===== src/rtl/piso_framer_pkg.sv =====
// Shared types and helpers for the parallel-in serial-out framer.
// Holds the frame FSM state encoding and the frame-length calculation.
package piso_framer_pkg;

  typedef enum logic [2:0] {
    IDLE,
    START,
    DATA,
    PARITY,
    STOP
  } state_e;

  // Total clock cycles one frame occupies on the serial line.
  function automatic int frame_len(input int data_w, input int parity_en, input int bit_cycles);
    return (2 + data_w + parity_en) * bit_cycles;
  endfunction

endpackage


===== src/rtl/piso_framer_bit_timer.sv =====
// Bit-period counter: counts BIT_CYCLES clocks per serial bit and strobes the last one.
// bit_end_next looks one cycle ahead so the parent can register a last-cycle pulse.
module bit_timer
  import piso_framer_pkg::*;
#(
  parameter int BIT_CYCLES = 1
) (
  input  logic clock,
  input  logic reset,
  input  logic clear,
  input  logic enable,
  output logic bit_end,
  output logic bit_end_next
);

  localparam int CNT_W = (BIT_CYCLES > 1) ? $clog2(BIT_CYCLES) : 1;
  localparam logic [CNT_W-1:0] CNT_MAX = CNT_W'(BIT_CYCLES - 1);

  logic [CNT_W-1:0] cnt_q;
  logic [CNT_W-1:0] cnt_d;

  // NOTE: combinational blocks assign every output a default first so no latch is inferred.
  always_comb begin
    cnt_d = cnt_q;
    if (clear) begin
      cnt_d = '0;
    end else if (enable) begin
      cnt_d = (cnt_q == CNT_MAX) ? '0 : cnt_q + 1'b1;
    end
  end

  // NOTE: sequential state is written with non-blocking assignments only.
  always_ff @(posedge clock) begin
    if (reset) begin
      cnt_q <= '0;
    end else begin
      cnt_q <= cnt_d;
    end
  end

  assign bit_end      = (cnt_q == CNT_MAX);
  assign bit_end_next = (cnt_d == CNT_MAX);

endmodule


===== src/rtl/piso_framer.sv =====
// Serialises parallel words as start bit, LSB-first data, optional even parity, stop bit.
// All outputs come straight from flops; next-cycle values are computed from the next state.
module piso_framer
  import piso_framer_pkg::*;
#(
  parameter int DATA_W     = 8,
  parameter int PARITY_EN  = 1,
  parameter int BIT_CYCLES = 1
) (
  input  logic              clock,
  input  logic              reset,
  input  logic [DATA_W-1:0] data_in,
  input  logic              data_valid,
  output logic              data_ready,
  output logic              serial_out,
  output logic              busy,
  output logic              frame_done
);

  localparam int IDX_W = $clog2(DATA_W + 1);
  localparam logic [IDX_W-1:0] IDX_LAST = IDX_W'(DATA_W - 1);

  state_e            state_q, state_d;
  logic [DATA_W-1:0] shreg_q, shreg_d;
  logic [IDX_W-1:0]  idx_q, idx_d;
  logic              parity_q, parity_d;
  logic              serial_q, serial_d;
  logic              ready_q, ready_d;
  logic              busy_q, busy_d;
  logic              done_q, done_d;

  logic handshake;
  logic bit_end;
  logic bit_end_next;

  assign handshake = data_valid & ready_q;

  bit_timer #(
    .BIT_CYCLES(BIT_CYCLES)
  ) u_bit_timer (
    .clock       (clock),
    .reset       (reset),
    .clear       (handshake),
    .enable      (state_q != IDLE),
    .bit_end     (bit_end),
    .bit_end_next(bit_end_next)
  );

  always_comb begin
    state_d  = state_q;
    shreg_d  = shreg_q;
    idx_d    = idx_q;
    parity_d = parity_q;
    serial_d = serial_q;

    case (state_q)
      IDLE: begin
        serial_d = 1'b1;
        if (handshake) begin
          shreg_d  = data_in;
          parity_d = ^data_in;
          state_d  = START;
          serial_d = 1'b0;
        end
      end
      START: begin
        if (bit_end) begin
          state_d  = DATA;
          idx_d    = '0;
          serial_d = shreg_q[0];
          shreg_d  = shreg_q >> 1;
        end
      end
      DATA: begin
        if (bit_end) begin
          if (idx_q == IDX_LAST) begin
            if (PARITY_EN != 0) begin
              state_d  = PARITY;
              serial_d = parity_q;
            end else begin
              state_d  = STOP;
              serial_d = 1'b1;
            end
          end else begin
            idx_d    = idx_q + 1'b1;
            serial_d = shreg_q[0];
            shreg_d  = shreg_q >> 1;
          end
        end
      end
      PARITY: begin
        if (bit_end) begin
          state_d  = STOP;
          serial_d = 1'b1;
        end
      end
      STOP: begin
        if (bit_end) begin
          state_d  = IDLE;
          serial_d = 1'b1;
        end
      end
      default: begin
        state_d  = IDLE;
        serial_d = 1'b1;
      end
    endcase

    ready_d = (state_d == IDLE);
    busy_d  = (state_d != IDLE);
    // Pulse lands on the cycle whose counter value is the last of the stop bit.
    done_d  = (state_d == STOP) && bit_end_next;
  end

  always_ff @(posedge clock) begin
    if (reset) begin
      state_q  <= IDLE;
      shreg_q  <= '0;
      idx_q    <= '0;
      parity_q <= 1'b0;
      serial_q <= 1'b1;
      ready_q  <= 1'b1;
      busy_q   <= 1'b0;
      done_q   <= 1'b0;
    end else begin
      state_q  <= state_d;
      shreg_q  <= shreg_d;
      idx_q    <= idx_d;
      parity_q <= parity_d;
      serial_q <= serial_d;
      ready_q  <= ready_d;
      busy_q   <= busy_d;
      done_q   <= done_d;
    end
  end

  assign data_ready = ready_q;
  assign serial_out = serial_q;
  assign busy       = busy_q;
  assign frame_done = done_q;

endmodule


===== config.mk =====
export PLATFORM = sky130hd
export DESIGN_NAME = piso_framer
export DESIGN_NICKNAME = d
export VERILOG_FILES = /design/src/rtl/piso_framer_pkg.sv /design/src/rtl/piso_framer_bit_timer.sv /design/src/rtl/piso_framer.sv
export SDC_FILE = /design/constraint.sdc
export NUM_CORES = 1
export LEC_CHECK = 0
export CAP_MARGIN = 10
export CORE_ASPECT_RATIO = 0.8
export CORE_MARGIN = 1
export CORE_UTILIZATION = 53
export DETAILED_ROUTE_END_ITERATION = 10
export GPL_TIMING_DRIVEN = 0
export MAX_ROUTING_LAYER = met4
export PLACE_DENSITY = 0.77
export SLEW_MARGIN = 5
export SYNTH_ARGS = -nofsm -noshare
export SYNTH_HDL_FRONTEND = slang
export SYNTH_SLANG_ARGS = --single-unit

===== constraint.sdc =====
create_clock -name clock -period 1.79 [get_ports clock]
set_input_delay 0.4475 -clock clock [delete_from_list [all_inputs] [get_ports clock]]
set_output_delay 0.4475 -clock clock [all_outputs]
set_load 0.05 [all_outputs]

# [Word level (Yosys, flattened, before mapping)]
# Cells that the tools add are included.
[op_classes] add_sub_neg=2 n_eq_ne=11 muxes=25 bitwise_logic=2 reduce_logical=13
[ops] operator="8-bit 2-to-1 mux" n=4
[ops] operator="8-bit case mux with 3 select lines" n=1
[ops] operator="3-bit 2-to-1 mux" n=6
[ops] operator="3-bit case mux with 5 select lines" n=1
[ops] operator="4-bit 2-to-1 mux" n=3
[ops] operator="2-bit inequality test (second input constant)" n=5
[ops] operator="3-bit nonzero test" n=3
[ops] operator="1-bit 2-to-1 mux" n=8
[ops] operator="4-bit case mux with 2 select lines" n=1
[ops] operator="8-bit parity" n=1
[ops] operator="3-bit by 2-bit == test with 1-bit output (second input constant)" n=2
[ops] operator="3-bit == test (second input constant)" n=2
[ops] operator="3-bit logical NOT" n=2
[ops] operator="5-bit AND reduction" n=1
[ops] operator="4-bit by 1-bit adder with 4-bit output (second input constant)" n=1
[ops] operator="4-bit by 3-bit == test with 1-bit output (second input constant)" n=1
[ops] operator="1-bit case mux with 4 select lines" n=1
[ops] operator="4-bit AND reduction" n=1
[ops] operator="3-bit by 1-bit == test with 1-bit output (second input constant)" n=1
[ops] operator="3-bit AND reduction" n=1
[ops] operator="2-bit AND reduction" n=1
[ops] operator="2-bit nonzero test" n=1
[ops] operator="2-bit OR reduction" n=1
[ops] operator="1-bit adder (second input constant)" n=1
[ops] operator="other kinds (3)" n=3
[totals] register_bits=21 out_inout_bits=4 wordCells=62

# [Longest topological paths before layout]
# Gate-level depths: netlist (run 1).
[logic_depth] ltp_word=6 mapped_depth=5 mapped_depth_nobuf=5

# [Modules after synthesis]
# From an unflattened synthesis (run 1), not the netlist that was laid out.
[unflattened] hier_cells=123 area_unflattened_um2=1114.8
[modules_own_cells] module="piso_framer" n_inst=1 cells_per_inst=119 area_each_um2=1073.5
[modules_own_cells] module="bit_timer" n_inst=1 cells_per_inst=4 area_each_um2=41.3

# [Least setup slack after synthesis (run 1)]
# No wires, ideal clock.
[synth_timing] path_kind="flip-flop to flip-flop" startpoint="register ready_q (netlist: data_ready)" endpoint="register ready_q (netlist: data_ready)" setup_ns=0.124 arrival_ns=1.530 required_time_ns=1.666 setup_slack_ns=0.136 stages_incl_launch_ff=5 path_buffers=0 path_cell_list="dfxtp_1 -> nand2_1 -> or4_1 -> a31oi_1 -> nor3_1"
[synth_via] elab_chain_len=4
[synth_rtl] element="from (decl)" line="piso_framer.sv:28" rtl="logic ready_q, ready_d;"
[synth_rtl] element="from (signal assigned)" line="piso_framer.sv:131" rtl="ready_q <= ready_d;"
[synth_rtl] element="1-bit bitwise AND" line="piso_framer.sv:36" rtl="assign handshake = data_valid & ready_q;"
[synth_rtl] element="3-bit 2-to-1 mux" line="piso_framer.sv:59" rtl="if (handshake) begin"
[synth_rtl] element="3-bit case mux with 5 select lines" line="piso_framer.sv:56" rtl="case (state_q)"
[synth_rtl] element="3-bit logical NOT" line="piso_framer.sv:109" rtl="ready_d = (state_d == IDLE);"
# Every way passes these cells.
# A chain may end at the register's enable or synchronous reset.

# [Worst setup path after layout (run 1)]
[layout_timing] startpoint="register idx_q[0]" endpoint="register idx_q[3]"
[layout_via] elab_chain_len=4 elab_cells_between_ends=7 cone_classes="add/sub: 1; eq/ne: 2; mux: 3; reduce/logical: 1"
[layout_rtl] element="from (decl)" line="piso_framer.sv:25" rtl="logic [IDX_W-1:0] idx_q, idx_d;"
[layout_rtl] element="from (signal assigned)" line="piso_framer.sv:128" rtl="idx_q <= idx_d;"
[layout_rtl] element="4-bit by 1-bit adder with 4-bit output" line="piso_framer.sv:85" rtl="idx_d = idx_q + 1'b1;"
[layout_rtl] element="4-bit 2-to-1 mux" line="piso_framer.sv:76" rtl="if (idx_q == IDX_LAST) begin"
[layout_rtl] element="4-bit 2-to-1 mux" line="piso_framer.sv:75" rtl="if (bit_end) begin"
[layout_rtl] element="4-bit case mux with 2 select lines" line="piso_framer.sv:56"
# Parallel ways exist; a longest one is shown, timed or not. The select of a mux whose other input is x is not followed.

==> impl_metrics.env, run 1 <==
export IMPL_status="finished clean"
export IMPL_powerDensity_nw_per_um2=971
export IMPL_synth_top_family_by_area="simple AND/OR/NAND/NOR gates"
export IMPL_required_ns=2.03
export IMPL_coreArea_um2=1910
export IMPL_hold_path_endpoint="shreg_q[7]"
export IMPL_routed_via_count=1030
export IMPL_worstReg2RegEnd="idx_q[3]"
export IMPL_fin_skew_ns=0.00502
export IMPL_gr_total_overflow=0
export IMPL_clock_latency_ns=0.30
export IMPL_slew_headroom_pct=62.4
export IMPL_netlist_area_um2=1090
export IMPL_routabilityCongestion=0.817
export IMPL_die_h_um=42.6
export IMPL_place_ws_ns=-0.178
export IMPL_highest_layer="met4"
export IMPL_grt_pass1_wl_um=3930
export IMPL_finalSetupViolCount=0
export IMPL_r2r_setup_slack_ns=0.05
export IMPL_setup_slack_ns=0.0533
export IMPL_postRouteAntennaNets=0
export IMPL_clock_root_buffer="clkbuf_4"
export IMPL_drcViolationCount=0
export IMPL_synth_compound_area_share_pct=22.5
export IMPL_clock_fmax_mhz=576
export IMPL_clk_path_buf_depth=2
export IMPL_fin_crit_sh_pct=97.0
export IMPL_wl_per_cell_um=14.7
export IMPL_ctsHoldBuffers=0
export IMPL_pin_count=15
export IMPL_port_buffer_count=14
export IMPL_r2r_start="idx_q[0]"
export IMPL_yosys_area_top_type="dfxtp_1"
export IMPL_synth_warnings=0
export IMPL_synth_flop_cell="dfxtp_1"
export IMPL_fillers=152
export IMPL_fin_hold_ws_ns=0.490
export IMPL_hold_start="shreg_q[7]"
export IMPL_met3WireLength_um=110
export IMPL_num_antenna_cells=0
export IMPL_routed_wl_met2_um=1130
export IMPL_min_delay_path_depth=2
export IMPL_ys_types=36
export IMPL_vdd_drop_max_uv=632
export IMPL_cts_sinks=21
export IMPL_cts_tree="built"
export IMPL_start_util_pct=57.2
export IMPL_syn_inst=125
export IMPL_async_flop_share_pct=0
export IMPL_synth_seq_area_share_pct=38.5
export IMPL_finish_instance_area_um2=1320
export IMPL_layout_drive_gt1_share_pct=11.7
export IMPL_dr_pass1_iters=4
export IMPL_yosys_area_share_simple_pct=26.3
export IMPL_fin_crit_ns=1.74
export IMPL_viasPerCell=6.09
export IMPL_cts_buffers=3
export IMPL_grt_usage_pct=24.2
export IMPL_drv_slew=0
export IMPL_setup_tns_ns=0
export IMPL_synth_mux_area_fraction_pct=0.916
export IMPL_worst_hold_path_type="flop to flop"
export IMPL_hold_violations=0
export IMPL_drt_iter0_drc=30
export IMPL_critical_path_class="flop to flop"
export IMPL_crit_path_start_kind="flop"
export IMPL_clk_pin_slew_ns=0.12
export IMPL_ys_seq_elements=21
export IMPL_wirelength_um=2480
export IMPL_cp_end_kind="flop"
export IMPL_tightest_slew_ns=0.560
export IMPL_wl_met1_um=1230
export IMPL_cellLeakagePower_nw=0.487
export IMPL_grt_max_degree=12
export IMPL_dpl_hpwl_um=1780
export IMPL_die_w_um=52.8
export IMPL_grt_pass1_vias=884
export IMPL_dpl_cell_area_um2=1260
export IMPL_nNetsFinal=158
export IMPL_r2r_cells=5
export IMPL_num_rows=14
export IMPL_synth_top_cells_by_area="dfxtp_1 38%, xnor2_1 7.2%, a211oi_1 6.9%"
export IMPL_area_growth_pct=21.0
export IMPL_die_area_um2=2250
export IMPL_synth_top_area_share_pct=38.5
export IMPL_synth_edff_count=0
export IMPL_synth_nets=137
export IMPL_crit_path_start="idx_q[0]"
export IMPL_cts_max_level=1
export IMPL_synthAdderAreaFrac_pct=1.15
export IMPL_synth_xor_area_share_pct=7.22
export IMPL_syn_area_per_cell_um2=8.74
export IMPL_path_max_fanout=5
export IMPL_antenna_found_initial=0
export IMPL_crit_arrival_ns=1.98
export IMPL_drv_cap=0
sequential cells by signal, summed over array words and instances (netlist names):
register and cells:
busy 1, parity_q 1, frame_done 1, serial_out 1
shreg_q 8, state_q 3, u_bit_timer.cnt_q 1, data_ready 1
idx_q 4
critical path, stage by stage, from the launching register on:
cell and delay, ns:
dfxtp_2 0.35, ha_1 0.20, and3b_2 0.25, a21o_1 0.22, or4_1 0.51, a21boi_1 0.15
power breakdown:
group          total, W  internal, W  switching, W
combinational  0.000467     0.000187      0.000280
clock          0.000226    0.0000868      0.000139
sequential     0.000590     0.000545     0.0000451
final cells by class:
| class | instances | area, um2 | area share [%] |
|---|---|---|---|
| buffer | 8 | 38.8 | 2.94 |
| clock buffer | 4 | 26.3 | 1.99 |
| timing repair buffer | 16 | 150 | 11.4 |
| multi-input combinational | 96 | 654 | 49.5 |
| sequential | 21 | 422 | 31.9 |
| tap | 24 | 30.0 | 2.27 |
kinds of logic after synthesis:
family,count (synthesis)
fa+ha+maj,1
flops,21
buf+inv,8
mux,1
xor+xnor,9
compound gates,34
simple gates,51
Yosys cell counts (all sizes together), types with 3 or more instances:
cell / count
a311oi: 7
nand3b: 3
buf: 4
o21ai: 7
or3: 3
xnor2: 9
nand3: 3
nand2b: 3
a211oi: 10
clkbuf: 4
nand2: 17
dfxtp: 21
nor2: 7
per-layer routing:
| layer | vias to the layer above | track usage [%] |
|---|---|---|
| met4 | 0 | 3.16 |
| met2 | 29 | 37.2 |
| li1 | 506 | - |
| met5 | - | - |
| met1 | 493 | 32.5 |
| met3 | 2 | 6.52 |
worst max-delay path by stage:
stage | slack, ns | depth (start not counted) | to
global route | -0.005 | 5 | idx_q[3]
floorplan | 0.14 | 4 | data_ready
CTS | 0.01 | 4 | shreg_q[5]
detailed placement | -0.18 | 5 | shreg_q[5]
global placement | -0.19 | 5 | shreg_q[5]
finish | 0.05 | 5 | idx_q[3]
layout by cell type, fill, tap and decap left out, types with 2 or more instances in the layout:
| master | count |
|---|---|
| dfxtp_1 | 20 |
| nand2_1 | 17 |
| a211oi_1 | 10 |
| clkdlybuf4s50_1 | 10 |
| xnor2_1 | 9 |
| a311oi_1 | 7 |
| nor2_1 | 6 |
| o21ai_0 | 6 |
| clkbuf_1 | 4 |
| dlygate4sd2_1 | 4 |
| nand3b_1 | 3 |
| buf_2 | 3 |
| buf_4 | 3 |
| or3_1 | 3 |
| nand3_1 | 3 |
| nand2b_1 | 3 |
| clkbuf_4 | 3 |
| or4_1 | 2 |
| a31oi_1 | 2 |
| nor4b_1 | 2 |
| nor3_1 | 2 |
what timing repair did:
| action | CTS | global route |
|---|---|---|
| gates resized for setup | 5 | 7 |
| endpoints found under the setup margin | 12 | 8 |
| setup buffers | 0 | 2 |
| hold endpoints to repair | 0 | 0 |
per-stage QoR:
stage,util [%],total power (W),instances
after floorplan,-,0.000936,125
after global placement,66.1,0.00105,163
after detailed placement,66.1,0.00107,163
after CTS,67.4,0.00129,167
after global routing,69.2,0.00137,169
final,69.2,0.00128,169
Power figures use the tool's default switching activity.
==> run 2, diff against run 1 <==
- CORE_UTILIZATION: 53 -> 56
- CTS_BUF_LIST: default -> sky130_fd_sc_hd__clkbuf_8
- PLACE_DENSITY: 0.77 -> 0.8
- SKIP_LAST_GASP: default -> 1
==> run 2 against run 1 <==
Net effect:
- total power grew 7.5%
- hold slack worse by 0.0042 ns
- sequential cell count is the same
- largest cell class unchanged
- die area is 5.1% lower
==> impl_metrics.env, run 2 (synthesized netlist as in run 1, its figures left out) <==
export IMPL_status="finished clean"
export IMPL_ctsHoldBuffers=0
export IMPL_cts_max_level=1
export IMPL_critical_path_class="flop to flop"
export IMPL_dpl_cell_area_um2=1260
export IMPL_clock_latency_ns=0.27
export IMPL_antenna_found_initial=0
export IMPL_coreArea_um2=1720
export IMPL_num_antenna_cells=0
export IMPL_fin_skew_ns=0.0113
export IMPL_drcViolationCount=0
export IMPL_rsz0062_at_grt="true"
export IMPL_fin_crit_ns=1.75
export IMPL_cellLeakagePower_nw=0.501
export IMPL_tightest_slew_ns=0.486
export IMPL_slew_headroom_pct=67.6
export IMPL_drt_iter0_drc=41
export IMPL_finish_instance_area_um2=1350
export IMPL_path_max_fanout=4
export IMPL_cts_sinks=21
export IMPL_nNetsFinal=159
export IMPL_final_common_cell="dfxtp_1"
export IMPL_fillers=122
export IMPL_vdd_drop_max_uv=782
export IMPL_routabilityCongestion=0.806
export IMPL_layout_drive_gt1_share_pct=12.3
export IMPL_reg_top3="shreg_q: 8 flops, idx_q: 4 flops, state_q: 3 flops"
export IMPL_start_util_pct=63.4
export IMPL_finalSetupViolCount=0
export IMPL_pin_count=15
export IMPL_clk_pin_slew_ns=0.08
export IMPL_wirelength_um=2550
export IMPL_port_buffer_count=14
export IMPL_clock_root_buffer="clkbuf_8"
export IMPL_die_w_um=51.4
export IMPL_clock_fmax_mhz=570
export IMPL_drv_slew=0
export IMPL_dpl_hpwl_um=1720
export IMPL_powerDensity_nw_per_um2=1020
export IMPL_num_rows=13
export IMPL_largest_reg_flops=8
export IMPL_required_ns=1.99
export IMPL_grt_usage_pct=25.7
export IMPL_drv_cap=0
export IMPL_fin_crit_sh_pct=98.0
export IMPL_dr_pass1_iters=4
export IMPL_cts_buffers=3
export IMPL_postRouteAntennaNets=0
export IMPL_worst_hold_path_type="flop to flop"
export IMPL_grt_max_degree=12
export IMPL_grt_pass1_vias=899
export IMPL_top_register="shreg_q"
export IMPL_routed_via_count=1052
export IMPL_viasPerCell=6.26
export IMPL_crit_arrival_ns=1.96
export IMPL_cp_end_kind="flop"
export IMPL_total_power_w=0.00138
export IMPL_wl_per_cell_um=15.2
export IMPL_crit_path_start_kind="flop"
export IMPL_gr_total_overflow=0
export IMPL_grt_pass1_wl_um=4010
export IMPL_hold_violations=0
export IMPL_die_area_um2=2130
export IMPL_area_growth_pct=23.3
export IMPL_die_h_um=41.5
export IMPL_final_cell_mix="21 x dfxtp_1, 17 x nand2_1, 10 x a211oi_1, 10 x clkdlybuf4s50_1, 9 x xnor2_1"
export IMPL_cts_tree="built"
export IMPL_clk_path_buf_depth=2
## run 2: worst max-delay path, stage by stage, from the launching register on
cell      delay (ns)
dfxtp_1         0.34
ha_1            0.21
and3b_2         0.24
a21o_1          0.22
or4_4           0.53
a21boi_2        0.15
## run 2: layout make-up
type | count | area [um2] | area share (%)
well taps | 22 | 27.5 | 2.04
clock inverters | 1 | 3.75 | 0.279
clock buffers | 3 | 41.3 | 3.07
multi-input cells | 96 | 658 | 48.9
flip-flops and latches | 21 | 420 | 31.2
plain buffers | 8 | 37.5 | 2.79
repair buffers | 17 | 158 | 11.7
## run 2: stage by stage
stage	utilization, %	hold slack [ns]	setup WS (ns)	instances	setup TNS (ns)
final	78.1	0.486	0.0355	168	0
after global routing	78.1	0.511	-0.00931	168	-0.0148
after CTS	75.6	0.492	-0.00150	165	-0.00150
after detailed placement	73.1	0.487	-0.194	161	-2.25
after global placement	73.1	0.457	-0.190	161	-1.93
after floorplan	-	0.447	0.136	125	0
## run 2: per-layer routing
metal / vias up / track usage (%) / part of all wire, %
met4: 0 / 4.86 / 0.51
met2: 32 / 39.0 / 47
li1: 509 / - / -
met3: 2 / 6.59 / 5.4
met1: 509 / 34.6 / 47
met5: - / - / 0
## run 2: path summary, 6_finish.rpt
path / startpoint / end / slack [ns] / cells past startpoint
worst min-delay path: shreg_q[3] / shreg_q[2] / 0.49 / 2
worst max register to register: idx_q[0] / idx_q[3] / 0.04 / 5
worst min register to register: shreg_q[3] / shreg_q[2] / 0.49 / 2
worst max-delay path: idx_q[0] / idx_q[3] / 0.04 / 5
## run 2: timing repair
item / CTS / global route
setup endpoints to repair: 11 / 11
resized for setup: 5 / 5
pin swaps: 0 / 2
buffers inserted: 0 / 3
## run 2: power breakdown
group	total [W]	leakage, nW	switching [W]	internal (W)
clock network	0.000310	0.0269	0.000157	0.000153
registers	0.000590	0.173	0.0000464	0.000544
logic	0.000478	0.302	0.000286	0.000192
==> variant 1 (config.mk and constraints of run 1) <==
Reset style: asynchronous (`reset`), changed in 2 clocked blocks.
--- a/src/rtl/piso_framer_bit_timer.sv
+++ b/src/rtl/piso_framer_bit_timer.sv
@@ -31,5 +31,5 @@
 
   // NOTE: sequential state is written with non-blocking assignments only.
-  always_ff @(posedge clock) begin
+  always_ff @(posedge clock or posedge reset) begin
     if (reset) begin
       cnt_q <= '0;
--- a/src/rtl/piso_framer.sv
+++ b/src/rtl/piso_framer.sv
@@ -113,5 +113,5 @@
   end
 
-  always_ff @(posedge clock) begin
+  always_ff @(posedge clock or posedge reset) begin
     if (reset) begin
       state_q  <= IDLE;
Behaviour: differs if reset is asserted again (counterexample within 4 cycles, from zero or initial values and one cycle with reset high); with reset held inactive, the same outputs for 10 cycles.
==> variant 1 against run 1 <==
The run now ends with negative setup slack left. Sequential cell count unchanged. Synthesized area increased by 5.8%. Critical path type unchanged. Worst hold slack improved by 0.022 ns. Non-clock buffer count increased by 1. Setup slack got worse by 0.091 ns. Critical path depth unchanged. Critical endpoint is now shreg_q[3]$_DFFE_PP0P_. Count of clock-buffer cells in the layout unchanged. Routed wire length decreased by 6.5%. Die area increased by 5.6%. Design area increased by 9.7%.
Power is not compared: it rests on default switching activity, and its combinational part moved more than twofold at a synthesized area within 25%.
==> variant 1: results (changes against run 1) <==
stage	metric	value	unit	change
worst_setup_path	critical path arrival	2.03	ns	was 1.98 ns
yosys	mux cell area share after synthesis	0.174		was 0.00916
cells_and_area	Non-clock buffer share	0.155		was 0.143
cells_and_area	P&R area growth vs syn	25.3	%	was 21.0%
timing	Final TNS setup	-0.168	ns	was 0 ns
timing	final setup fails	7		was 0
drt	Met2 Wirelength	1.15	mm	was 1.13 mm
yosys	syn_area_per_cell	10.9	sq um	was 8.74 sq um
yosys	Synth Area in XOR/XNOR	0.0758		was 0.0722
status	status	complete, but fails checks		was finished, final reports clean
yosys	Async S/R FF share, synth	1.00		was 0
grt	largest net degree at the start of global routing	22		was 12
cells_and_area	Logic inverters	4		was 0
grt	met1 Use GR	0.311		was 0.325
status	failing checks	negative setup slack		
cells_and_area	Cell Count, Final, Fillers Out	153		was 169
cells_and_area	fill count	133		was 152
timing	PnR worst setup slack	-0.0373	ns	was 0.0533 ns
worst_setup_path	Slowest cell on crit path	dfrtp_1		was or4_1
worst_setup_path	worst reg2reg path startpoint	state_q[2]$_DFF_PP0_		was idx_q[0]$_SDFFE_PP0P_
worst_hold_path	WHS Path Cells	1		was 2
drt	starting DRC count in detailed routing	22		was 30
grt	Tot GR Track Use	0.237		was 0.242
yosys	synth cell count leaders	19 x dfrtp_1, 15 x mux2_2, 9 x xnor2_1		was 21 x dfxtp_1, 17 x nand2_1, 10 x a211oi_1
drt	routed wire length	2.32	mm	was 2.48 mm
placed_design	HPWL Detailed	1.57	mm	was 1.78 mm
grt	M2 GR Usage	0.361		was 0.372
placed_design	placed insts	144		was 163
cells_and_area	layout cell share with drive strength beyond 1	0.295		was 0.117
variant 1: changes by cell type after synthesis, sizes merged, moves of 3 or more:
cell / before / now
a211oi: 10 / 1
a311oi: 7 / 0
mux2: 0 / 17
inv: 0 / 4
or3: 3 / 0
nand2: 17 / 6
dfrtp: 0 / 19
o21ai: 7 / 3
nand2b: 3 / 0
dfxtp: 21 / 0
variant 1: timing repair:
action | 4_1_cts | 5_1_grt
endpoints found under the hold margin | 0 | 0
setup endpoints to repair | 13 | 9
resized for setup | 16 | 4
buffers inserted | 2 | 4
pin swaps | 2 | 0
hold buffers | 0 | 0
variant 1: power by group through the flow:
stage	sequential (uW)	combinational [uW]	clock (uW)
final	823	1570	226
after global routing	847	1690	252
after CTS	819	1440	234
after detailed placement	818	1320	0
after global placement	812	1280	0
after floorplan	933	918	0
variant 1: worst max path at each step:
stage	slack (ns)	startpoint	cells after the start	end
final	-0.04	state_q[2]$_DFF_PP0_	5	shreg_q[3]$_DFFE_PP0P_
after global routing	-0.1	state_q[1]$_DFF_PP0_	6	shreg_q[1]$_DFFE_PP0P_
after CTS	0.003	idx_q[0]$_DFFE_PP0P_	6	shreg_q[5]$_DFFE_PP0P_
after detailed placement	-0.35	data_valid	5	shreg_q[2]$_DFFE_PP0P_
after global placement	-0.36	data_valid	5	shreg_q[2]$_DFFE_PP0P_
after floorplan	0.04	data_ready$_DFF_PP1_	4	shreg_q[0]$_DFFE_PP0P_
variant 1: kinds of logic (layout without fill, tap and decap cells):
| family | Yosys count | in the layout |
|---|---|---|
| DFF | 21 | 21 |
| xor gates and xnor gates | 10 | 10 |
| and+or+nand+nor | 30 | 30 |
| buffers and inverters | 10 | 33 |
| AOI/OAI and AO/OA | 16 | 16 |
| adders and majority gates | 1 | 1 |
| muxes | 18 | 18 |
==> variant 2 (config.mk and constraints of run 1) <==
Made on the original files. Change the parameter `DATA_W` from 8 to 4.
--- a/src/rtl/piso_framer.sv
+++ b/src/rtl/piso_framer.sv
@@ -4,5 +4,5 @@
   import piso_framer_pkg::*;
 #(
-  parameter int DATA_W     = 8,
+  parameter int DATA_W     = 4,
   parameter int PARITY_EN  = 1,
   parameter int BIT_CYCLES = 1
Interface: changed (resized data_in); port bits go from 15 to 11. The function was not compared with the original's and may differ.
==> variant 2 against run 1 <==
The run now ends with negative setup slack left. Highest routed layer unchanged. Largest power group unchanged. Setup slack worse by 0.18 ns. Synthesized area shrank 28%. Power decreased by 21%. Design area shrank 25%. Core utilization increased by 2.3 points. Sequential cell count fell by 5. Routed wire length down 37%.
==> variant 2: results (changes against run 1) <==
stage	metric	value	unit	change
yosys	synth cell count leaders	16 x dfxtp_1, 9 x a21oi_1, 8 x nor2_1		was 21 x dfxtp_1, 17 x nand2_1, 10 x a211oi_1
timing	Worst Max-Slew Pin Slew	0.483	ns	was 0.560 ns
status	failing checks	negative setup slack		
cells_and_area	fraction of area in registers	0.327		was 0.319
power	P_comb	337	uW	was 467 uW
yosys	Adder-Cell Fraction of Synth Area	0.0318		was 0.0115
cells_and_area	layout cell share with drive strength beyond 1	0.114		was 0.117
drt	routed wire length	1.57	mm	was 2.48 mm
clock_network	clock slew at reported path FFs	0.09	ns	was 0.12 ns
power	peak supply drop	0.847	mV	was 0.632 mV
grt	Tot GR Track Use	0.238		was 0.242
worst_setup_path	worst reg2reg path startpoint	idx_q[1]$_SDFFE_PP0P_		was idx_q[0]$_SDFFE_PP0P_
worst_setup_path	reg2reg path depth	6		was 5
power	Leak	0.000373	uW	was 0.000487 uW
yosys	post-synthesis net count	99		was 137
yosys	library cells used by synthesis	34		was 36
drt	M1 wire length	794	um	was 1.23 mm
placed_design	Placed Area	930	sq um	was 0.00126 sq mm
cells_and_area	#MultiIn Comb	67		was 96
worst_hold_path	Worst Hold End	shreg_q[3]$_SDFFE_PP0P_		was shreg_q[7]$_SDFFE_PP0P_
drt	WL met3	68	um	was 110 um
cells_and_area	Seq cells	16		was 21
timing	PnR worst setup slack	-0.123	ns	was 0.0533 ns
worst_setup_path	critical path arrival	2.14	ns	was 1.98 ns
yosys	sequential fraction of the synthesis area	0.407		was 0.385
timing	final setup fails	1		was 0
yosys	mux cell area share after synthesis	0.0509		was 0.00916
cells_and_area	Final Net Count	115		was 158
drt	Pre-antenna DRT Iters	5		was 4
timing	Final Skew	0.00392	ns	was 0.00502 ns
cells_and_area	Buffers, non-clock	16		was 24
drt	Met2 Wirelength	697	um	was 1.13 mm
cells_and_area	P&R area growth vs syn	25.4	%	was 21.0%
drt	WL/cell	12.5	um	was 14.7 um
worst_setup_path	Worst Path Max Fanout	3		was 5
yosys	Synth Area in XOR/XNOR	0.0668		was 0.0722
cells_and_area	Non-clock buffer share	0.123		was 0.143
grt	vias in the first global route	598		was 884
worst_hold_path	worst hold path startpoint	shreg_q[3]$_SDFFE_PP0P_		was shreg_q[7]$_SDFFE_PP0P_
status	status	complete, but fails checks		was finished, final reports clean
grt	met1 Use GR	0.331		was 0.325
cells_and_area	area of the multi-input gates	473	sq um	was 654 sq um
placed_design	routability cong.	0.836		was 0.817
placed_design	HPWL Detailed	1.20	mm	was 1.78 mm
yosys	Synth Instances	90		was 125
power	switching share of power	0.338		was 0.362
grt	largest net degree at the start of global routing	11		was 12
-- variant 2: cell count changes in the layout (fill, tap and decap cells not counted), moves of 4 or more --
cell             before  now
nand2_1              17    4
a211oi_1             10    3
a21oi_1               1    8
a311oi_1              7    0
dfxtp_1              20   14
xnor2_1               9    4
clkdlybuf4s50_1      10    6
-- variant 2: metrics by stage --
stage / hold slack [ns] / power [uW] / TNS (ns)
after floorplan: 0.441 / 698 / -0.0700
after global placement: 0.465 / 779 / -0.357
after detailed placement: 0.484 / 789 / -0.430
after CTS: 0.499 / 1020 / -0.361
after global routing: 0.510 / 1080 / -0.404
final: 0.496 / 1010 / -0.123
-- variant 2: timing repair --
action | 4_1_cts | 5_1_grt
buffers inserted | 0 | 1
resized for setup | 7 | 1
cloned | 0 | 0
setup endpoints to repair | 8 | 4
pin swaps | 0 | 1
-- variant 2: worst min-delay path, delay by kind of cell (launching register included) --
kind,cells,cell delay (ns)
AO/OA/AOI/OAI,1,0.05
flip-flops,1,0.33
AND/OR/NAND/NOR,1,0.07
